`config.mk`:
```
export PLATFORM = sky130hd
export DESIGN_NAME = regfile_mp
export DESIGN_NICKNAME = d
export VERILOG_FILES = /design/src/rtl/regfile_mp_pkg.sv /design/src/rtl/regfile_clear_fsm.sv /design/src/rtl/regfile_mp.sv
export SDC_FILE = /design/constraint.sdc
export NUM_CORES = 2
export LEC_CHECK = 0
export CORE_MARGIN = 2
export CORE_UTILIZATION = 35
export CTS_CLUSTER_SIZE = 14
export DETAILED_ROUTE_END_ITERATION = 8
export PLACE_DENSITY = 0.49
export SLEW_MARGIN = 20
export SYNTH_ARGS = -nofsm -noshare
export SYNTH_HDL_FRONTEND = slang
export SYNTH_SLANG_ARGS = --single-unit
```
`constraint.sdc`:
```
create_clock -name elk -period 13.01 [get_ports elk]
set_input_delay 3.903 -clock elk [delete_from_list [all_inputs] [get_ports elk]]
set_output_delay 3.903 -clock elk [all_outputs]
set_load 0.02 [all_outputs]
```
`src/rtl/regfile_mp_pkg.sv`:
```
// Shared definitions for the multi-port register file:
// state encodings, default sizes and a clog2 helper.
package regfile_mp_pkg;

    typedef enum logic {
        RF_ST_CLEAR = 1'b0,
        RF_ST_READY = 1'b1
    } rf_state_e;

    localparam int RF_DATA_W = 32;
    localparam int RF_DEPTH  = 32;

    function automatic int rf_clog2(input int n);
        int r;
        r = 0;
        for (int i = 0; i < 32; i++) begin
            if ((1 << r) < n) r++;
        end
        return r;
    endfunction

endpackage

```
`src/rtl/regfile_clear_fsm.sv`:
```
// Clear sequencer for regfile_mp: owns the CLEAR/READY state and
// the sweep pointer; zeroes entries 1..DEPTH-1, one per cycle.
// Ports:
//   elk      clock
//   nrst     synchronous active-high reset (restarts the sweep)
//   clr_req  soft-clear request, honoured only in READY
//   ready    1 = array valid
//   clr_we   sweep write strobe
//   clr_addr entry being zeroed this cycle
module regfile_clear_fsm
    import regfile_mp_pkg::*;
#(
    parameter int DEPTH  = RF_DEPTH,
    parameter int ADDR_W = rf_clog2(DEPTH)
) (
    input  logic              elk,
    input  logic              nrst,
    input  logic              clr_req,
    output logic              ready,
    output logic              clr_we,
    output logic [ADDR_W-1:0] clr_addr
);

    localparam logic [ADDR_W-1:0] LAST = ADDR_W'(DEPTH - 1);

    rf_state_e         state_q, state_d;
    logic [ADDR_W-1:0] ptr_q, ptr_d;

    always_ff @(posedge elk) begin
        if (nrst) begin
            state_q <= RF_ST_CLEAR;
            ptr_q   <= ADDR_W'(1);
        end else begin
            state_q <= state_d;
            ptr_q   <= ptr_d;
        end
    end

    // Entry 0 is never swept: it reads as zero regardless.
    always_comb begin
        state_d = state_q;
        ptr_d   = ptr_q;
        clr_we  = 1'b0;
        unique case (state_q)
            RF_ST_CLEAR: begin
                clr_we = 1'b1;
                ptr_d  = ptr_q + 1'b1;
                if (ptr_q == LAST) state_d = RF_ST_READY;
            end
            RF_ST_READY: begin
                if (clr_req) begin
                    state_d = RF_ST_CLEAR;
                    ptr_d   = ADDR_W'(1);
                end
            end
        endcase
    end

    assign ready    = (state_q == RF_ST_READY);
    assign clr_addr = ptr_q;

endmodule

```
`src/rtl/regfile_mp.sv`:
```
// Multi-port register file: NUM_RD async read ports, two write ports
// (port 1 wins on conflict), entry 0 hardwired to zero, built-in clear.
// Ports:
//   elk, nrst (sync active-high), clr_req, ready
//   wr_en[2], wr_addr[2*ADDR_W], wr_data[2*DATA_W]
//   rd_addr[NUM_RD*ADDR_W], rd_data[NUM_RD*DATA_W] (combinational)
// Option: REGFILE_BYPASS_EN enables same-cycle write-through on reads.
module regfile_mp
    import regfile_mp_pkg::*;
#(
    parameter int DATA_W = RF_DATA_W,
    parameter int DEPTH  = RF_DEPTH,
    parameter int NUM_RD = 2,
    parameter int ADDR_W = rf_clog2(DEPTH)
) (
    input  logic                     elk,
    input  logic                     nrst,
    input  logic                     clr_req,
    output logic                     ready,
    input  logic [1:0]               wr_en,
    input  logic [2*ADDR_W-1:0]      wr_addr,
    input  logic [2*DATA_W-1:0]      wr_data,
    input  logic [NUM_RD*ADDR_W-1:0] rd_addr,
    output logic [NUM_RD*DATA_W-1:0] rd_data
);

    logic [DATA_W-1:0] mem [DEPTH];

    logic              clr_we;
    logic [ADDR_W-1:0] clr_addr;
    logic [ADDR_W-1:0] wa0, wa1;
    logic [DATA_W-1:0] wd0, wd1;
    logic [1:0]        we;

    regfile_clear_fsm #(
        .DEPTH  (DEPTH),
        .ADDR_W (ADDR_W)
    ) u_clr (
        .elk      (elk),
        .nrst     (nrst),
        .clr_req  (clr_req),
        .ready    (ready),
        .clr_we   (clr_we),
        .clr_addr (clr_addr)
    );

    assign wa0 = wr_addr[0 +: ADDR_W];
    assign wa1 = wr_addr[ADDR_W +: ADDR_W];
    assign wd0 = wr_data[0 +: DATA_W];
    assign wd1 = wr_data[DATA_W +: DATA_W];
    assign we  = {wr_en[1] && (wa1 != '0),
                  wr_en[0] && (wa0 != '0)};

    // Port 1 is assigned last so it overrides port 0 on a conflict.
    always_ff @(posedge elk) begin
        if (!nrst) begin
            if (clr_we) begin
                mem[clr_addr] <= '0;
            end else if (ready) begin
                if (we[0]) mem[wa0] <= wd0;
                if (we[1]) mem[wa1] <= wd1;
            end
        end
    end

    for (genvar i = 0; i < NUM_RD; i++) begin : g_rd
        logic [ADDR_W-1:0] ra;
        logic [DATA_W-1:0] rv;

        assign ra = rd_addr[i*ADDR_W +: ADDR_W];

        always_comb begin
            rv = '0;
            if (ready && (ra != '0)) begin
                rv = mem[ra];
`ifdef REGFILE_BYPASS_EN
                if (we[1] && (wa1 == ra))      rv = wd1;
                else if (we[0] && (wa0 == ra)) rv = wd0;
`endif
            end
        end

        assign rd_data[i*DATA_W +: DATA_W] = rv;
    end

endmodule

```
==> key figures <==
Final layout
  • Area of the multi-input gates: between 20,000 and 30,000 um2
  • Share of post-route cells with drive strength above 1: between 20% and 30%
  • Final-layout fill cell count: ~16,000
  • Reg area: around 30,000 um2
  • Final non-filler cell total: 7,031
  • Synth-to-Final Area Change: 12.43%
  • Finished Cell Area: ~68,000 um2
  • Layout net count: ~4,700
  • Final core utilization: 39.57%

Timing
  • Max-slew violations: 0
  • Slew @ Worst Pin: approximately 1.2 ns
  • RSZ-0062 raised after global routing: no
  • Clock skew: 0.02086 ns
  • Fin crit period: 11.35 ns
  • # setup viols final: 0
  • Slew headroom: 17.00%
  • Fin crit share: approximately 87%
  • Setup tns final: 0 ns
  • Fin. Hold Viols: 0
  • Fmax: about 88 MHz

Clock network
  • Num Clock Sinks: 1,030
  • Clk_lat worst skew: 0.73 ns
  • Num CTS Buffers: 112
  • CTS root buffer: clkbuf_16
  • Clock transition at the registers of the reported paths: about 0.06 ns
  • Cts repair resizes: 0
  • Post-CTS Hold Buffers: 0
  • Clk buf depth: 3
  • H-Tree Depth: 3
  • CTS tree: built
  • Number of post-CTS setup repair buffers: 0

Setup path
  • Critical Path Start Type: input pin
  • CP dominant cell by count: clkdlybuf4s50_1
  • Slowest cell delay on critical path: between 1 and 1.5 ns
  • CP bufs+invs: 3
  • Critical path capture point type: primary output
  • CP Cell Sequence: clkdlybuf4s50_1 -> nor4bb_4 -> buf_4 -> a22o_1 -> a31oi_1 -> nand4_1 -> clkdlybuf4s50_1
  • CP arrival: between 7 and 8 ns
  • Worst r2r dst: mem[26][6]
  • Reg2Reg Launch Point: u_clr.ready
  • Slowest cell on crit path: nor4bb_4
  • Req. time, crit path: around 9 ns
  • Worst path depth: 7
  • Crit Path Category: in -> out
  • Depth of the worst register-to-register path: 7
  • CP Max Fanout: 13
  • Reg2reg setup slack: slightly below 9 ns
  • Crit path max-delay family: buffers and inverters

Global route
  • Vias in the first global route: 40,756
  • GRT overflow: 0
  • Initial antenna violation count: 18
  • First-pass GRT wire length: about 330,000 um
  • Tot GR Track Use: roughly a quarter
  • Largest net degree at the start of global routing: a little under 100

Yosys
  • Net count after synthesis: between 4,000 and 5,000
  • Synth warnings: 0
  • Syn Area/Cell: 12.70 um2
  • Post-Syn Area: between 60,000 and 70,000 um2
  • Yosys cell types: ~60
  • Ys async rst share: 0%
  • Post-synth EDFFs: roughly 1,000
  • Register area share after synthesis: 51.14%
  • Synth Flop Type: edfxtp_1
  • Synth Register Bits: approximately 1,000
  • Synth Instances: roughly 4,800

Floorplanning
  • Rows: between 150 and 200
  • Die width: roughly 420 um
  • Core Area: between 150,000 and 200,000 um2
  • Starting Density: between 30% and 40%
  • I/O pin total: around 150
  • Die Ht: around 420 um
  • Die ar.: about 180,000 um2

Hold path
  • Hold path endpoint: u_clr.clr_addr[1]
  • Min-delay src: u_clr.clr_addr[1]
  • Hold Crit Class: reg -> reg
  • Hold path depth: 2

Detailed routing
  • WL/cell: 33.07 um
  • Drt first pass iters: 8
  • Routed vias: about 42,000
  • DRC Markers: 0
  • Via density: approximately 6
  • Number of DRC markers in iteration 0: 5,429
  • Final WL: between 200,000 and 250,000 um
  • DRT antenna net count: 0

Pwr
  • Leak: 0.02549 uW
  • Worst VDD drop: 0.0001014 V
  • Pwr per Cell Area: 109.6 nW/um2
  • Total chip power: roughly 7400 uW

Status
  • Status: finished, final reports clean

Placed design
  • PortBufs: 153
  • Detailed placement HPWL: 149,800 um
  • Instance area at placement: between 60,000 and 70,000 um2
  • Placed cells: 6,815
  • GPL Wtd Cong: between 0.9 and 1

Run
  • Max cap viols: 0
## per-stage QoR
stage | hold WS (ns) | setup slack [ns]
after floorplan | 0.5058 | 3.493
after global routing | 0.5800 | 1.615
final | 0.5497 | 1.657
after detailed placement | 0.5384 | 1.670
after CTS | 0.5522 | 1.675
after global placement | 0.5365 | 1.712
## kinds of logic after synthesis
group | after synthesis | synth area share, %
adder cells (fa/ha/maj) | 2 | 0.04145
AND/OR/NAND/NOR | 911 | 6.999
XOR/XNOR | 1 | 0.01451
multiplexers | 1285 | 27.95
AO/OA/AOI/OAI | 927 | 9.354
flip-flops | 1030 | 51.14
buffers and inverters | 596 | 4.510
## cell usage in the layout, fill, tap and decap left out, drive strengths merged, types with 2 or more instances in the layout
cell type and n:
nand4 59, clkbuf 146, o21ai 497, o21bai 15
nor2b 8, nand3b 6, nand2 593, inv 37
mux2 512, nor4b 2, nand4b 3, a21oi 38
a22oi 237, and4b 5, a32oi 2, o31a 6
nor4bb 4, and2 5, a31oi 62, nor3b 7
a41oi 2, nand3 163, and3b 2, nor3 15
and3 6, clkinv 45, bufinv 10, mux4 252
edfxtp 1024, clkdlybuf4s50 138, nand2b 8, a22o 54
buf 173, dfxtp 6, clkinvlp 8, nor2 21
a32o 8, ha 2, mux2i 521, diode 8
## sequential cells by signal, indices dropped and copies added, names as in the netlist
name	cells
mem	1024
u_clr.clr_addr	5
u_clr.ready	1
## layout make-up
class	instances	area share, %
clock buffer	145	4.529
tap	2310	4.258
antenna	8	0.02950
clock inverter	63	0.8554
timing repair buffer	312	4.094
inverter	37	0.2968
multi-input combinational	3126	40.45
sequential	1030	45.48
## power by group
group | internal [uW] | switching, uW | leakage, uW
Sequential | 3620 | 9.78 | 0.0108
Clock | 1860 | 1420 | 0.00178
Combinational | 189 | 341 | 0.0129
## synth_stat cells, types with 3 or more instances
library cell,count,area (um2)
buf_1,70,262.8
clkbuf_2,25,125.1
o21ai_0,493,2467
mux2i_1,521,5215
and4b_1,5,50.05
nor4bb_1,4,40.04
a21oi_1,38,190.2
o31a_1,6,52.55
nand3_1,163,815.8
dfxtp_1,6,120.1
nand4b_1,3,26.28
buf_6,27,304.0
a32o_1,8,80.08
and3_1,6,37.54
nand3b_1,6,45.04
o21ai_1,4,20.02
nand2_4,26,292.8
nor3b_1,6,45.04
nand4_1,59,369.1
inv_2,7,26.28
nand2b_1,8,50.05
mux2_4,57,855.8
mux4_2,252,5675
nor2b_1,8,50.05
a22o_1,54,473.0
buf_2,110,550.5
a31oi_1,62,387.9
inv_1,5,18.77
nor2_1,19,71.32
o21bai_1,15,112.6
and2_1,5,31.28
inv_4,25,156.4
a22oi_1,237,1779
mux2_2,455,5124
nor3_1,15,75.07
nand2_1,567,2128
edfxtp_1,1024,30750
clkbuf_1,322,1209
## worst max path at each step
stage	slack [ns]	endpoint	startpoint
after floorplan	3.49	rd_data[17]	rd_addr[1]
after global placement	1.71	rd_data[0]	rd_addr[3]
after detailed placement	1.67	rd_data[0]	rd_addr[3]
after CTS	1.68	rd_data[0]	rd_addr[3]
after global routing	1.62	rd_data[31]	rd_addr[3]
final	1.66	rd_data[0]	rd_addr[3]
## routing by layer
metal	wire, um	track usage (%)
met1	100500	36.78
met2	104800	39.99
met3	18260	4.496
met4	8930	9.474
met5	64	0
## tightest hold or removal path: stages (launching register included)
cell and delay, ns:
dfxtp_1 0.35, nand3b_1 0.10, a21oi_1 0.06
Power figures use the tool's default switching activity.
